## src/rtl/decoder_clkgen_pkg.sv

```systemverilog
// Shared widths and decode helper for the 3:8 decoder with clock generator.
package decoder_clkgen_pkg;

   localparam int SEL_W = 3;
   localparam int OUT_W = 8;
   localparam int CNT_W = 8;

   function automatic logic [OUT_W-1:0] one_hot(input logic [SEL_W-1:0] sel);
      logic [OUT_W-1:0] v;
      v      = '0;
      v[sel] = 1'b1;
      return v;
   endfunction

endpackage

```

## src/rtl/clk_div_gen.sv

```systemverilog
// Divides clk by 2*DIV_HALF; output toggles each time the down-counter
// wraps, and is taken straight from a flop so it cannot glitch.
module clk_div_gen
   import decoder_clkgen_pkg::*;
#(
   parameter int unsigned DIV_HALF = 1
) (
   input  logic clk,
   input  logic rst_n,
   output logic clk_out
);

   localparam logic [CNT_W-1:0] RELOAD = CNT_W'(DIV_HALF - 1);

   logic [CNT_W-1:0] cnt_q;
   logic [CNT_W-1:0] cnt_d;
   logic             clk_q;
   logic             clk_d;

   always_comb begin
      cnt_d = cnt_q - CNT_W'(1);
      clk_d = clk_q;
      if (cnt_q == '0) begin
         cnt_d = RELOAD;
         clk_d = ~clk_q;
      end
   end

   always_ff @(posedge clk or negedge rst_n) begin
      if (!rst_n) begin
         cnt_q <= RELOAD;
         clk_q <= 1'b0;
      end else begin
         cnt_q <= cnt_d;
         clk_q <= clk_d;
      end
   end

   assign clk_out = clk_q;

endmodule

```

## src/rtl/decoder_clkgen.sv

```systemverilog
// 3:8 enabled decoder plus forwarded and divided clocks.
// Define DECODER_OUT_REG_EN to register Out (1-cycle latency).
module decoder_clkgen
   import decoder_clkgen_pkg::*;
#(
   parameter int unsigned DIV_HALF = 1
) (
   input  logic             clka,
   input  logic             rst_n,
   input  logic             E,
   input  logic [SEL_W-1:0] In,
   output logic [OUT_W-1:0] Out,
   output logic             clka_out,
   output logic             clkb_out
);

   logic [OUT_W-1:0] out_d;

   always_comb begin
      out_d = '0;
      if (E) out_d = one_hot(In);
   end

`ifdef DECODER_OUT_REG_EN
   logic [OUT_W-1:0] out_q;

   // Whole-vector register: the one-hot word switches atomically.
   always_ff @(posedge clka or negedge rst_n) begin
      if (!rst_n) out_q <= '0;
      else        out_q <= out_d;
   end

   assign Out = out_q;
`else
   assign Out = out_d;
`endif

   assign clka_out = clka;

   clk_div_gen #(
      .DIV_HALF (DIV_HALF)
   ) u_clk_div_gen (
      .clk     (clka),
      .rst_n   (rst_n),
      .clk_out (clkb_out)
   );

endmodule

```

## config.mk

```make
export PLATFORM = sky130hd
export DESIGN_NAME = decoder_clkgen
export DESIGN_NICKNAME = d
export VERILOG_FILES = /design/src/rtl/decoder_clkgen_pkg.sv /design/src/rtl/clk_div_gen.sv /design/src/rtl/decoder_clkgen.sv
export SDC_FILE = /design/constraint.sdc
export NUM_CORES = 1
export LEC_CHECK = 0
export BUFFER_PORTS_ARGS = -buffer_cell sky130_fd_sc_hd__buf_2
export CORE_AREA = 3 3 40 42
export CTS_CLUSTER_DIAMETER = 100
export DETAILED_ROUTE_END_ITERATION = 8
export DIE_AREA = 0 0 43 45
export PLACE_DENSITY_LB_ADDON = 0.08
export SETUP_SLACK_MARGIN = 0.02
export SYNTH_ARGS = -nofsm -noshare
export SYNTH_HDL_FRONTEND = slang
export SYNTH_SLANG_ARGS = --single-unit
```

## constraint.sdc

```tcl
create_clock -name clka -period 1.9 [get_ports clka]
set_input_delay 0.19 -clock clka [delete_from_list [all_inputs] [get_ports clka]]
set_output_delay 0.19 -clock clka [all_outputs]
set_load 0.02 [all_outputs]
```

==> results.md, run 1 <==
* # diodes at 0
* Drt wl/cell at 12.2 microns
* Max frequency at 560 MHz
* Setup Skew at 2.70 ps
* Max-cap violations at 0
* Critical path's largest stage delay at 520 ps
* Slew headroom at 0.715
* DR iter-0 viols at 10
* First-pass GRT wire length at 1730 microns
* Max-slew violation count at 0
* Number of synthesized register bits at 9
* Final setup margin at 114 ps
* Top post-synthesis cells by area: dfrtp_1, nor2_1, nor4_4
* Worst skew pair latency at 370 ps
* Worst Tran Pin Value at 424 ps
* CP arrival at 2100 ps
* Post-synth top area cell: dfrtp_1
* Drt drc at 0
* Synth warn at 0
* CTS tree: yes
* FILL cells at 140
* Kind of critical path: reg2reg
* Yosys top cell area share at 0.462
* Ports at 16
* Leak at 0.346 nW
* Dpl ws at 107 ps
* Worst-path clk slew at 60 ps
* Final setup fails at 0
* Max VDD drop at 0.451 mV
* M2 GR Usage at 0.189
* Synthesized Nets at 58
* Cells after DPL at 80
* Die height at 45 microns
* Critical path's slowest cell: or4b_1
* Avg Inst Size Synth at 9.57 sq um
* DR pass1 iterations at 4
* GRT busiest layer: met2
* Critical Path RT at 2210 ps
* Startpoint Class: register
* GR Overflow Total at 0
* Unrepaired setup endpoints after global routing: no
* Initial Util at 0.380
* Fin. Hold Viols at 0
* GRT Total Usage at 0.126
* Vias after detailed routing at 443
* Die ar. at 0.00194 sq mm
* Cell area power density at 787 mW/mm^2
* Final WL at 1070 microns
* Vias in the first global route at 414
* Final Instance Count excl. Fillers at 88
* Crit-path cells: inv_1 > ha_4 > or4b_4 > or4b_1 > nand2_1
* Met3 Resource Use GR at 0.0359
* Largest net degree at the start of global routing at 10
* GPL Wtd Cong at 0.758
* Hold Crit Class: in2async
* Die Span X at 43 microns
* Core Area at 0.00128 sq mm
* Post-synthesis cell type count at 21
* Synth Instances at 51
* CP max FO at 4
* Critical path capture point type: register
* IO buf count at 15
* Met1 Usage GRT at 0.144
* Routed Antenna Nets at 0
* Min Clock Period, post-route at 1790 ps
* Final Cycle Share at 0.940
* Setup Fix Bufs, Post-CTS at 0
* Nets at 81
* Fin Hold WS at 197 ps
* Post-synthesis sequential area ratio at 0.462
* DP Wirelength at 760 microns
* Initial antenna violation count at 0
* Mapped cell area at 488 sq um
* Cell row count at 13
* Area Overhead vs Synth at 32.3%
* Vias/cell at 5.03
* Share of cells above drive strength 1 at 0.342
* Outcome: completed
* Setup tns final at 0 ps
[cells in the final DEF, fill, tap and decap left out, types with 2 or more instances in the layout]
| master | instances |
|---|---|
| xnor2_1 | 2 |
| dfrtp_1 | 9 |
| o21ai_0 | 3 |
| inv_1 | 3 |
| buf_2 | 15 |
| or4_1 | 2 |
| nand2b_1 | 3 |
| clkbuf_4 | 6 |
| nand2_1 | 4 |
| nor2_1 | 10 |
| nor3_1 | 3 |
[report_power, final]
part | leakage [nW] | internal, mW | switching [mW] | total [mW]
Sequential | 0.121 | 0.192 | 0 | 0.192
Combinational | 0.192 | 0.0112 | 0.0193 | 0.0305
Clock | 0.0327 | 0.165 | 0.121 | 0.286
[flip-flops by register name, indices dropped and copies added (netlist names)]
| name | flops |
|---|---|
| u_clk_div_gen.cnt_q | 8 |
| u_clk_div_gen.clk_out | 1 |
[worst paths after layout]
| check | start | endpoint | slack (ps) | cells past startpoint |
|---|---|---|---|---|
| max | u_clk_div_gen.cnt_q[1] | u_clk_div_gen.cnt_q[6] | 110 | 5 |
| min | rst_n | u_clk_div_gen.cnt_q[7] | 200 | 2 |
| max reg2reg | u_clk_div_gen.cnt_q[1] | u_clk_div_gen.cnt_q[6] | 110 | 5 |
| min reg2reg | u_clk_div_gen.cnt_q[0] | u_clk_div_gen.cnt_q[0] | 460 | 1 |
| max in group asynchronous | rst_n | u_clk_div_gen.clk_out | 1520 | 2 |
| min in group clka | u_clk_div_gen.cnt_q[0] | u_clk_div_gen.cnt_q[0] | 460 | 1 |
[cells by family (layout without fill, tap and decap cells)]
logic type	count (synthesis)	after routing	share of synthesized area
buf+inv	4	26	0.0385
fa+ha+maj	1	1	0.0256
simple gates	28	28	0.346
flops	9	9	0.462
xor+xnor	3	3	0.0539
compound gates	6	6	0.0743
[worst max-delay path, delay by kind of cell (launching register included)]
family / cells / cell delay, ps
and+or+nand+nor: 3 / 1070
buffers and inverters: 1 / 110
DFF: 1 / 390
adders and majority gates: 1 / 160
[routing by layer]
metal,routed length [microns],share of wire
met4,23,0.021
met5,0,0
met2,529,0.49
met1,474,0.44
met3,42,0.039
[timing repair]
item / CTS / global route
gates resized for setup: 0 / 2
endpoints found under the setup margin: 0 / 2
endpoints found under the hold margin: 9 / 0
hold buffers: 1 / 0
[stage by stage]
stage	cell area, sq um	total power [mW]	utilization
after floorplan	488	0.270	-
after global placement	574	0.274	0.447
after detailed placement	574	0.274	0.447
after CTS	633	0.523	0.493
after global routing	646	0.534	0.502
final	646	0.508	0.502
[synthesized netlist by cell type (all sizes together)]
| library cell | number |
|---|---|
| or4b | 2 |
| nand2 | 4 |
| or3 | 1 |
| nand2b | 3 |
| a21oi | 1 |
| nor4 | 1 |
| dfrtp | 9 |
| xnor2 | 2 |
| or4 | 3 |
| xor2 | 1 |
| nor3 | 3 |
| o31ai | 1 |
| nor3b | 1 |
| o21ai | 3 |
| o311ai | 1 |
| ha | 1 |
| nor2 | 10 |
| inv | 3 |
| buf | 1 |
[layout make-up]
type | count | area [sq um] | share of cell area
clock buffers | 8 | 53.8 | 0.0833
inverters | 3 | 11.3 | 0.0174
multi-input cells | 38 | 256 | 0.397
flip-flops and latches | 9 | 225 | 0.349
well taps | 15 | 18.8 | 0.0291
repair buffers | 15 | 80.1 | 0.124
No activity file was read; power rests on OpenSTA's default activity.
==> run 2, diff against run 1 <==
- clock period: 1.9 -> 2 ns (I/O delays scaled with it)
==> results.md, run 2 (synthesized netlist as in run 1, its figures left out) <==
* Outcome: completed
* Share of cells above drive strength 1 at 0.329 (-0.0137)
* Drt drc at 0 (unchanged)
* Clock network power share at 0.563 (about the same)
* Initial Util at 0.380 (unchanged)
* Max frequency at 555 MHz (-0.89%)
* Cts hold-fix bufs at 1 (unchanged)
* Sw frac at 0.277 (+0.000639)
* Routed Antenna Nets at 0 (unchanged)
* Largest register FFs at 8 (unchanged)
* Unrepaired setup endpoints after global routing: no
* Final setup fails at 0 (unchanged)
* Slew headroom at 0.723 (+0.00751)
* Die Span X at 43 microns (unchanged)
* FF-to-FF Start: u_clk_div_gen.cnt_q[0]
* Cell area power density at 763 mW/mm^2 (-3.0%)
* Vias/cell at 4.98 (-1.1%)
* Startpoint Class: register
* Most frequent cells in the layout: buf_2, nor2_1, dfrtp_1, clkbuf_4, nand2_1
* Final WL at 1040 microns (-2.5%)
* Die ar. at 0.00194 sq mm (unchanged)
* Largest net degree at the start of global routing at 10 (unchanged)
* Critical path capture point type: register
* Combinational power share at 0.060 (about the same)
* Setup Skew at 2.82 ps (+0.121 ps)
* Leak at 0.345 nW (-0.39%)
* Fin. Hold Viols at 0 (unchanged)
* Max-slew violation count at 0 (unchanged)
* DR iter-0 viols at 4 (-6)
* Net Sw Power at 134 uW (-4.7%)
* Drt wl/cell at 11.9 microns (-2.5%)
* Max-cap violations at 0 (unchanged)
* Critical Path RT at 2310 ps (+100 ps)
* FILL cells at 140 (unchanged)
* Max VDD drop at 0.430 mV (-4.8%)
* Kind of critical path: reg2reg
* Vias after detailed routing at 438 (-1.1%)
* End of the worst register-to-register path: u_clk_div_gen.cnt_q[6]
* Min Clock Period, post-route at 1800 ps (+16.0 ps)
* Setup Fix Bufs, Post-CTS at 0 (unchanged)
* Initial antenna violation count at 0 (unchanged)
* Int Power at 349 uW (-5.0%)
* Vias in the first global route at 414 (unchanged)
* CP arrival at 2110 ps (about the same)
* First-pass GRT wire length at 1730 microns (unchanged)
* Cells on worst reg2reg path at 5 (unchanged)
* Area Overhead vs Synth at 29.7%
* Worst skew pair latency at 370 ps (about the same)
* Cell row count at 13 (unchanged)
* R2R setup slack at 200 ps (+80 ps)
* Reg power frac at 0.377 (about the same)
* Commonest non-fill, non-tap cell in the layout: buf_2
* # diodes at 0 (unchanged)
* DP Wirelength at 760 microns (unchanged)
* GR Overflow Total at 0 (unchanged)
* Core Area at 0.00128 sq mm (unchanged)
* GPL Wtd Cong at 0.758 (about the same)
* Worst-path clk slew at 60 ps (about the same)
* DR pass1 iterations at 4 (unchanged)
* CP max FO at 4 (unchanged)
* Die height at 45 microns (unchanged)
* Resized cells post-CTS at 0 (unchanged)
* IO buf count at 15 (unchanged)
* GRT Total Usage at 0.126 (unchanged)
* Final Cycle Share at 0.901 (-0.0390)
* Hold Crit Class: in2async
* CP startpoint: u_clk_div_gen.cnt_q[0]
* Worst Tran Pin Value at 413 ps (-11.2 ps)
* Nets at 81 (unchanged)
* Final Instance Count excl. Fillers at 88 (unchanged)
* Worst Setup EP: u_clk_div_gen.cnt_q[6]
* CTS tree: yes
* Biggest register: u_clk_div_gen.cnt_q
* Cells after DPL at 80 (unchanged)
* Setup tns final at 0 ps (unchanged)
* Ports at 16 (unchanged)
run 2: cell count changes in the layout (fill, tap and decap cells not counted):
cell	delta
ha_4	-1
ha_1	+1
run 2: power groups by stage:
stage | Clock [mW] | Combinational [mW] | Sequential, mW
final | 0.272 | 0.0290 | 0.182
after detailed placement | 0.0467 | 0.0280 | 0.185
after global routing | 0.293 | 0.0321 | 0.182
after global placement | 0.0467 | 0.0282 | 0.185
after floorplan | 0.0584 | 0.0125 | 0.185
after CTS | 0.285 | 0.0297 | 0.182
run 2: how the worst min path moves through the flow:
stage                                  end  slack (ps)  cells past startpoint
detailed placement  u_clk_div_gen.cnt_q[7]          70                      1
global placement    u_clk_div_gen.cnt_q[6]          70                      1
finish              u_clk_div_gen.cnt_q[7]         210                      2
CTS                 u_clk_div_gen.cnt_q[7]         210                      2
global route        u_clk_div_gen.cnt_q[7]         220                      2
floorplan            u_clk_div_gen.clk_out        -100                      0
run 2: layer usage:
layer,GRT usage,up-vias,wire length (microns)
met3,0.0359,2,26
met2,0.189,8,530
met1,0.144,207,464
li1,-,221,-
met4,0.120,0,23
met5,0,-,0
run 2: final cells by class:
type	instances	area [sq um]	area share
repair buffers	15	80.1	0.126
clock buffers	8	53.8	0.0850
multi-input cells	38	244	0.385
well taps	15	18.8	0.0296
flip-flops and latches	9	225	0.356
inverters	3	11.3	0.0178
run 2: worst max-delay path, cell delays in order, from the launching register on:
cell,delay [ps]
dfrtp_1,390
inv_1,60
ha_1,200
or4b_4,500
or4b_1,520
nand2_1,70
run 2: through the flow:
step | setup slack [ps] | hold WS [ps] | utilization | instance area (sq um) | power (mW)
2_1_floorplan | 277 | -95.6 | - | 488 | 0.256
3_3_place_gp | 244 | 69.6 | 0.447 | 574 | 0.260
3_5_place_dp | 207 | 67.9 | 0.447 | 574 | 0.260
4_1_cts | 187 | 213 | 0.493 | 633 | 0.497
5_1_grt | 80.9 | 223 | 0.493 | 633 | 0.507
6_report | 198 | 208 | 0.493 | 633 | 0.483
